<file path="src/rtl/exec_pkg.sv">
// Shared definitions for the execute stage: default widths, opcode encoding and FSM states.
package exec_pkg;

    localparam int DW_DEF = 8;
    localparam int AW_DEF = 4;
    localparam int OPW    = 4;

    localparam logic [OPW-1:0] OP_NOP = 4'd0;
    localparam logic [OPW-1:0] OP_ADD = 4'd1;
    localparam logic [OPW-1:0] OP_SUB = 4'd2;
    localparam logic [OPW-1:0] OP_AND = 4'd3;
    localparam logic [OPW-1:0] OP_OR  = 4'd4;
    localparam logic [OPW-1:0] OP_XOR = 4'd5;
    localparam logic [OPW-1:0] OP_SHL = 4'd6;
    localparam logic [OPW-1:0] OP_SHR = 4'd7;
    localparam logic [OPW-1:0] OP_MOV = 4'd8;
    localparam logic [OPW-1:0] OP_MUL = 4'd9;
    localparam logic [OPW-1:0] OP_CMP = 4'd10;

    typedef enum logic {
        ST_IDLE = 1'b0,
        ST_MUL  = 1'b1
    } state_t;

endpackage

</file>
<file path="src/rtl/exec_stage_mul.sv">
// Serial shift-add multiplier: one multiplier bit per clock, W clocks per product.
module mul_serial #(
    parameter int W = 8
) (
    input  logic           clk,
    input  logic           rst_n,
    input  logic           start,
    input  logic [W-1:0]   multiplicand,
    input  logic [W-1:0]   multiplier,
    output logic           done,
    output logic [2*W-1:0] product
);

    localparam int CW = (W > 1) ? $clog2(W) : 1;

    logic [2*W-1:0] mcand;
    logic [2*W-1:0] acc;
    logic [2*W-1:0] acc_next;
    logic [W-1:0]   mplier;
    logic [CW-1:0]  count;
    logic           busy;

    // mcand is shifted left each step, so it always equals multiplicand << count.
    always_comb begin
        acc_next = acc + (mplier[0] ? mcand : '0);
        done     = busy && (count == CW'(W - 1));
        product  = acc_next;
    end

    always_ff @(posedge clk) begin
        if (!rst_n) begin
            mcand  <= '0;
            acc    <= '0;
            mplier <= '0;
            count  <= '0;
            busy   <= 1'b0;
        end else if (start) begin
            mcand  <= {{W{1'b0}}, multiplicand};
            acc    <= '0;
            mplier <= multiplier;
            count  <= '0;
            busy   <= 1'b1;
        end else if (busy) begin
            acc    <= acc_next;
            mcand  <= mcand << 1;
            mplier <= mplier >> 1;
            count  <= count + CW'(1);
            if (done) begin
                busy <= 1'b0;
            end
        end
    end

endmodule

</file>
<file path="src/rtl/exec_stage.sv">
// Execute stage: single-cycle ALU plus serial MUL, driving the register file write port.
module exec_stage
    import exec_pkg::*;
#(
    parameter int DW = DW_DEF,
    parameter int AW = AW_DEF
) (
    input  logic           clk,
    input  logic           rst_n,
    input  logic           in_valid,
    output logic           in_ready,
    input  logic [OPW-1:0] op,
    input  logic [AW-1:0]  dst,
    input  logic [DW-1:0]  a,
    input  logic [DW-1:0]  b,
    input  logic [DW-1:0]  imm,
    input  logic           use_imm,
    output logic           wb_we,
    output logic [AW-1:0]  wb_dst,
    output logic [DW-1:0]  wb_data,
    output logic           flag_z,
    output logic           flag_c
);

    state_t          state;
    state_t          state_next;
    logic            accept;
    logic            mul_start;
    logic            mul_done;
    logic [2*DW-1:0] mul_product;
    logic [AW-1:0]   mul_dst;
    logic [DW-1:0]   b_op;
    logic [DW:0]     sum;
    logic [DW:0]     diff;
    logic [DW-1:0]   alu_res;
    logic            alu_c;
    logic            alu_we;
    logic            alu_flags;

    assign in_ready  = (state == ST_IDLE);
    assign accept    = in_valid && in_ready;
    assign mul_start = accept && (op == OP_MUL);
    assign b_op      = use_imm ? imm : b;
    assign sum       = {1'b0, a} + {1'b0, b_op};
    assign diff      = {1'b0, a} - {1'b0, b_op};

    always_ff @(posedge clk) begin
        if (!rst_n) begin
            state <= ST_IDLE;
        end else begin
            state <= state_next;
        end
    end

    always_comb begin
        state_next = state;
        case (state)
            ST_IDLE: if (mul_start) state_next = ST_MUL;
            ST_MUL:  if (mul_done)  state_next = ST_IDLE;
            default: state_next = ST_IDLE;
        endcase
    end

    // The top bit of the DW+1-bit difference is the borrow.
    always_comb begin
        alu_res   = '0;
        alu_c     = 1'b0;
        alu_we    = 1'b0;
        alu_flags = 1'b0;
        case (op)
            OP_ADD: begin alu_res = sum[DW-1:0];  alu_c = sum[DW];  alu_we = 1'b1; alu_flags = 1'b1; end
            OP_SUB: begin alu_res = diff[DW-1:0]; alu_c = diff[DW]; alu_we = 1'b1; alu_flags = 1'b1; end
            OP_AND: begin alu_res = a & b_op; alu_we = 1'b1; alu_flags = 1'b1; end
            OP_OR:  begin alu_res = a | b_op; alu_we = 1'b1; alu_flags = 1'b1; end
            OP_XOR: begin alu_res = a ^ b_op; alu_we = 1'b1; alu_flags = 1'b1; end
            OP_SHL: begin alu_res = {a[DW-2:0], 1'b0}; alu_c = a[DW-1]; alu_we = 1'b1; alu_flags = 1'b1; end
            OP_SHR: begin alu_res = {1'b0, a[DW-1:1]}; alu_c = a[0];    alu_we = 1'b1; alu_flags = 1'b1; end
            OP_MOV: begin alu_res = b_op; alu_we = 1'b1; end
            OP_CMP: begin alu_res = diff[DW-1:0]; alu_c = diff[DW]; alu_flags = 1'b1; end
            default: ;
        endcase
    end

    mul_serial #(.W(DW)) u_mul (
        .clk          (clk),
        .rst_n        (rst_n),
        .start        (mul_start),
        .multiplicand (a),
        .multiplier   (b_op),
        .done         (mul_done),
        .product      (mul_product)
    );

    // A MUL finishes only while in_ready is low, so it never collides with an accept.
    always_ff @(posedge clk) begin
        if (!rst_n) begin
            wb_we   <= 1'b0;
            wb_dst  <= '0;
            wb_data <= '0;
            flag_z  <= 1'b0;
            flag_c  <= 1'b0;
            mul_dst <= '0;
        end else begin
            wb_we <= 1'b0;
            if (mul_start) begin
                mul_dst <= dst;
            end
            if (accept && alu_we) begin
                wb_we   <= 1'b1;
                wb_dst  <= dst;
                wb_data <= alu_res;
            end
            if (accept && alu_flags) begin
                flag_z <= (alu_res == '0);
                flag_c <= alu_c;
            end
            if (mul_done) begin
                wb_we   <= 1'b1;
                wb_dst  <= mul_dst;
                wb_data <= mul_product[DW-1:0];
                flag_z  <= (mul_product[DW-1:0] == '0);
                flag_c  <= (mul_product[2*DW-1:DW] != '0);
            end
        end
    end

endmodule

</file>
<file path="config.mk">
export PLATFORM = sky130hd
export DESIGN_NAME = exec_stage
export DESIGN_NICKNAME = d
export VERILOG_FILES = /design/src/rtl/exec_pkg.sv /design/src/rtl/exec_stage_mul.sv /design/src/rtl/exec_stage.sv
export SDC_FILE = /design/constraint.sdc
export NUM_CORES = 1
export LEC_CHECK = 0
export CORE_MARGIN = 10
export CORE_UTILIZATION = 50
export CTS_BUF_LIST = sky130_fd_sc_hd__clkbuf_2
export DETAILED_ROUTE_END_ITERATION = 7
export GPL_TIMING_DRIVEN = 0
export PLACE_DENSITY = 0.72
export SLEW_MARGIN = 30
export SYNTH_ARGS = -nofsm -noshare
export SYNTH_HDL_FRONTEND = slang
export SYNTH_SLANG_ARGS = --single-unit
</file>
<file path="constraint.sdc">
create_clock -name clk -period 4.01 [get_ports clk]
set_clock_uncertainty 0.05 [all_clocks]
set_input_delay 0.6015 -clock clk [delete_from_list [all_inputs] [get_ports clk]]
set_output_delay 0.6015 -clock clk [all_outputs]
set_load 0.05 [all_outputs]
</file>
==> impl_summary.log <==
[metrics] run status: completed
[metrics] post-layout instance count excluding filler cells: 790
[metrics] synth cell count leaders: 73 x sky130_fd_sc_hd__nand2_1, 64 x sky130_fd_sc_hd__dfxtp_1, 55 x sky130_fd_sc_hd__nor2_1
[metrics] cell taking the most area after synthesis: sky130_fd_sc_hd__dfxtp_1
[metrics] antenna violations before repair: 0
[metrics] most common flop cell mapped by yosys: sky130_fd_sc_hd__dfxtp_1
[metrics] largest driver fanout on the critical path: 4
[metrics] EDFF count, synth: 0
[metrics] final-layout setup total negative slack: 0 ps
[metrics] share of synthesized flip-flops with an asynchronous set or reset: 0
[metrics] count of instances resized after the clock tree is built: 0
[metrics] height of the die: 118 microns
[metrics] Inserted Clock Buffers: 9
[metrics] least setup slack across all paths after layout: 252 ps
[metrics] number of buffers on the longest clock path: 2
[metrics] cell area after layout: 5620 sq um
[metrics] cells along the critical path: clkdlybuf4s50_1 > mux2i_1 > inv_1 > ha_1 > fa_1 > o21bai_2 > a21oi_1 > or4_1 > a21oi_1 > o211ai_1 > or4_1 > nor4_2 > a31oi_1
[metrics] number of DRC markers in iteration 0: 425
[metrics] synthesized flop and latch total: 64
[metrics] share of the yosys chip area belonging to registers: 0.265
[metrics] GR Overflow Total: 0
[metrics] Area Growth Syn to Fin: 16.1%
[metrics] max-cap check violation count: 0
[metrics] clock tree from TritonCTS: yes
[metrics] initial cell density of the core: 0.519
[metrics] area share of the largest cell type after synthesis: 0.265
[metrics] DRC errors left: 0
[metrics] number of distinct library cell variants in the gate-level netlist after synthesis: 62
[metrics] clock latency at the later pin of the worst-skew pair: 500 ps
[metrics] fmax: 0.266 GHz
[metrics] Area contributors post-synth: sky130_fd_sc_hd__dfxtp_1 26%, sky130_fd_sc_hd__mux2i_1 11%, sky130_fd_sc_hd__ha_1 11%, sky130_fd_sc_hd__nand2_1 5.7%, sky130_fd_sc_hd__nor2_1 4.3%
[metrics] overall via count from detail_route: 4614
[metrics] worst slack after detailed placement: -246 ps
[metrics] final routed wire length divided by cell count: 17.4 microns
[metrics] row count: 35
[metrics] Required @ worst endpoint: 4370 ps
[metrics] Synthesis Warnings: 0
[metrics] Post-CTS Repair Setup Buffers: 0
[metrics] number of buffers added to fix hold violations after cts: 0
[metrics] Port Buf Inserts: 48
[metrics] cells after synthesis: 597
[metrics] worst slack on hold paths: 408 ps
[metrics] Fin. Hold Viols: 0
[metrics] final WL: 13700 microns
[metrics] fraction of layout cells with a size suffix above 1: 0.0590
[metrics] ANT nets after route: 0
[metrics] sort of element at the start of the critical path: primary input
[metrics] maximum number of pins on one net before global-route repair: 12
[metrics] placed wire-length estimate after detailed placement: 10700 microns
[metrics] kind of end point of the critical path: flop
[metrics] count of clock tree sinks: 64
[metrics] Final Max Slew Viols: 0
[metrics] worst relative slew slack: 0.475
[metrics] data arrival time of the critical path: 4120 ps
[metrics] crit share post-route: 0.937
[metrics] die area: 14000 sq um
[metrics] worst hold path class: reg2reg
[metrics] die boundary width: 118 microns
[metrics] Tmin final: 3760 ps
[metrics] cell count after placement: 774
[metrics] CP max-delay cell: sky130_fd_sc_hd__or4_1
[metrics] final-stage net count: 736
[metrics] via count of the first global-routing pass: 4508
[metrics] # setup viols final: 0
[metrics] Worst Hold Path Cells: 2
[metrics] post-synthesis cell area: 4840 sq um
[metrics] P per Cell Area: 266 nW/um^2
[metrics] clock tree root driver cell: sky130_fd_sc_hd__clkbuf_2
[metrics] leakage: 2.46 nW
[metrics] clock-pin slew on the worst setup and hold paths: 200 ps
[metrics] Worst Reg-to-Reg Cells: 11
[metrics] Worst Max-Slew Pin Slew: 787 ps
[metrics] net count after synthesis: 677
[metrics] area post-placement: 5490 sq um
[metrics] overall track demand over capacity in global routing: 0.191
[metrics] number of H-tree levels: 3
[metrics] first-pass GRT wire length: 22500 microns
[metrics] crit path kind: in2reg
[metrics] placeable core region: 9330 sq um
[metrics] diodes inserted: 0
[metrics] DR pass1 iterations: 5
[metrics] unrepaired setup endpoints after global routing: no
[metrics] global placement routability congestion: 0.913
[metrics] via-per-instance ratio: 5.84
[metrics] post-synthesis average cell area: 8.11 sq um
[metrics] Slowest Stage Delay on Critical Path: 450 ps
[metrics] IO Pins: 52
[metrics] library cell with the highest instance count after synthesis: sky130_fd_sc_hd__nand2_1
[metrics] worst ir drop on vdd: 0.190 mV
## worst max-delay path, delay by kind of cell
family | cells | cell delay (ps)
and+or+nand+nor | 3 | 1060
buffers and inverters | 2 | 520
AOI/OAI and AO/OA | 5 | 900
muxes | 1 | 360
adders and majority gates | 2 | 670
## final cells by class
cell class | instances | area [sq um]
buffer | 31 | 153
clock buffer | 11 | 55.1
clock inverter | 5 | 81.3
fill | 864 | 3710
inverter | 28 | 105
multi-input combinational | 474 | 3300
sequential | 64 | 1280
tap | 129 | 161
timing repair buffer | 48 | 480
## routing by layer
metal	global-route usage	wire (microns)
met1	0.236	6140
met2	0.329	6570
met3	0.0352	823
met4	0.0550	204
met5	0	0
## metrics by stage
stage / total power [mW] / util
floorplan: 0.915 / -
global placement: 1.04 / 0.588
detailed placement: 1.05 / 0.588
CTS: 1.50 / 0.603
global route: 1.56 / 0.603
finish: 1.50 / 0.603
## cells by family (layout without fill, tap and decap cells)
family	Yosys count	after routing	share of synthesized area
muxes	52	52	0.107
and+or+nand+nor	219	219	0.216
DFF	64	64	0.265
buffers and inverters	59	123	0.0532
AOI/OAI and AO/OA	138	138	0.203
adders and majority gates	44	44	0.118
xor gates and xnor gates	21	21	0.0380
## cell usage in the layout (no fill, tap or decap), types with 10 or more instances in the layout
| master | instances |
|---|---|
| sky130_fd_sc_hd__nand2_1 | 73 |
| sky130_fd_sc_hd__dfxtp_1 | 64 |
| sky130_fd_sc_hd__nor2_1 | 55 |
| sky130_fd_sc_hd__mux2i_1 | 52 |
| sky130_fd_sc_hd__clkdlybuf4s50_1 | 48 |
| sky130_fd_sc_hd__ha_1 | 41 |
| sky130_fd_sc_hd__a21oi_1 | 29 |
| sky130_fd_sc_hd__inv_1 | 28 |
| sky130_fd_sc_hd__nor3_1 | 19 |
| sky130_fd_sc_hd__o21ai_0 | 19 |
| sky130_fd_sc_hd__and2_1 | 18 |
| sky130_fd_sc_hd__xnor2_1 | 17 |
| sky130_fd_sc_hd__clkbuf_1 | 16 |
| sky130_fd_sc_hd__nand3_1 | 13 |
| sky130_fd_sc_hd__o211a_1 | 11 |
| sky130_fd_sc_hd__clkbuf_2 | 11 |
| sky130_fd_sc_hd__a211oi_1 | 10 |
| sky130_fd_sc_hd__and3_1 | 10 |
## registers in the layout, indices dropped and copies added, names as in the netlist
name,flops
u_mul.acc,16
u_mul.mcand,16
wb_dst,4
mul_dst,4
u_mul.count,3
wb_we,1
u_mul.busy,1
state,1
wb_data,8
flag_c,1
u_mul.mplier,8
flag_z,1
## worst paths after layout
path / start / to / slack [ps]
setup / recovery: imm[0] / flag_c / 250
hold reg to reg: wb_data[5] / wb_data[5] / 410
setup reg to reg: u_mul.mplier[0] / u_mul.acc[14] / 920
hold / removal: wb_data[5] / wb_data[5] / 410
## report_power, final
group	switching, mW	internal, mW	leakage (nW)
Clock	0.246	0.212	0.0821
Combinational	0.228	0.150	1.86
Sequential	0.00844	0.652	0.518
No activity file was read; power rests on OpenSTA's default activity.
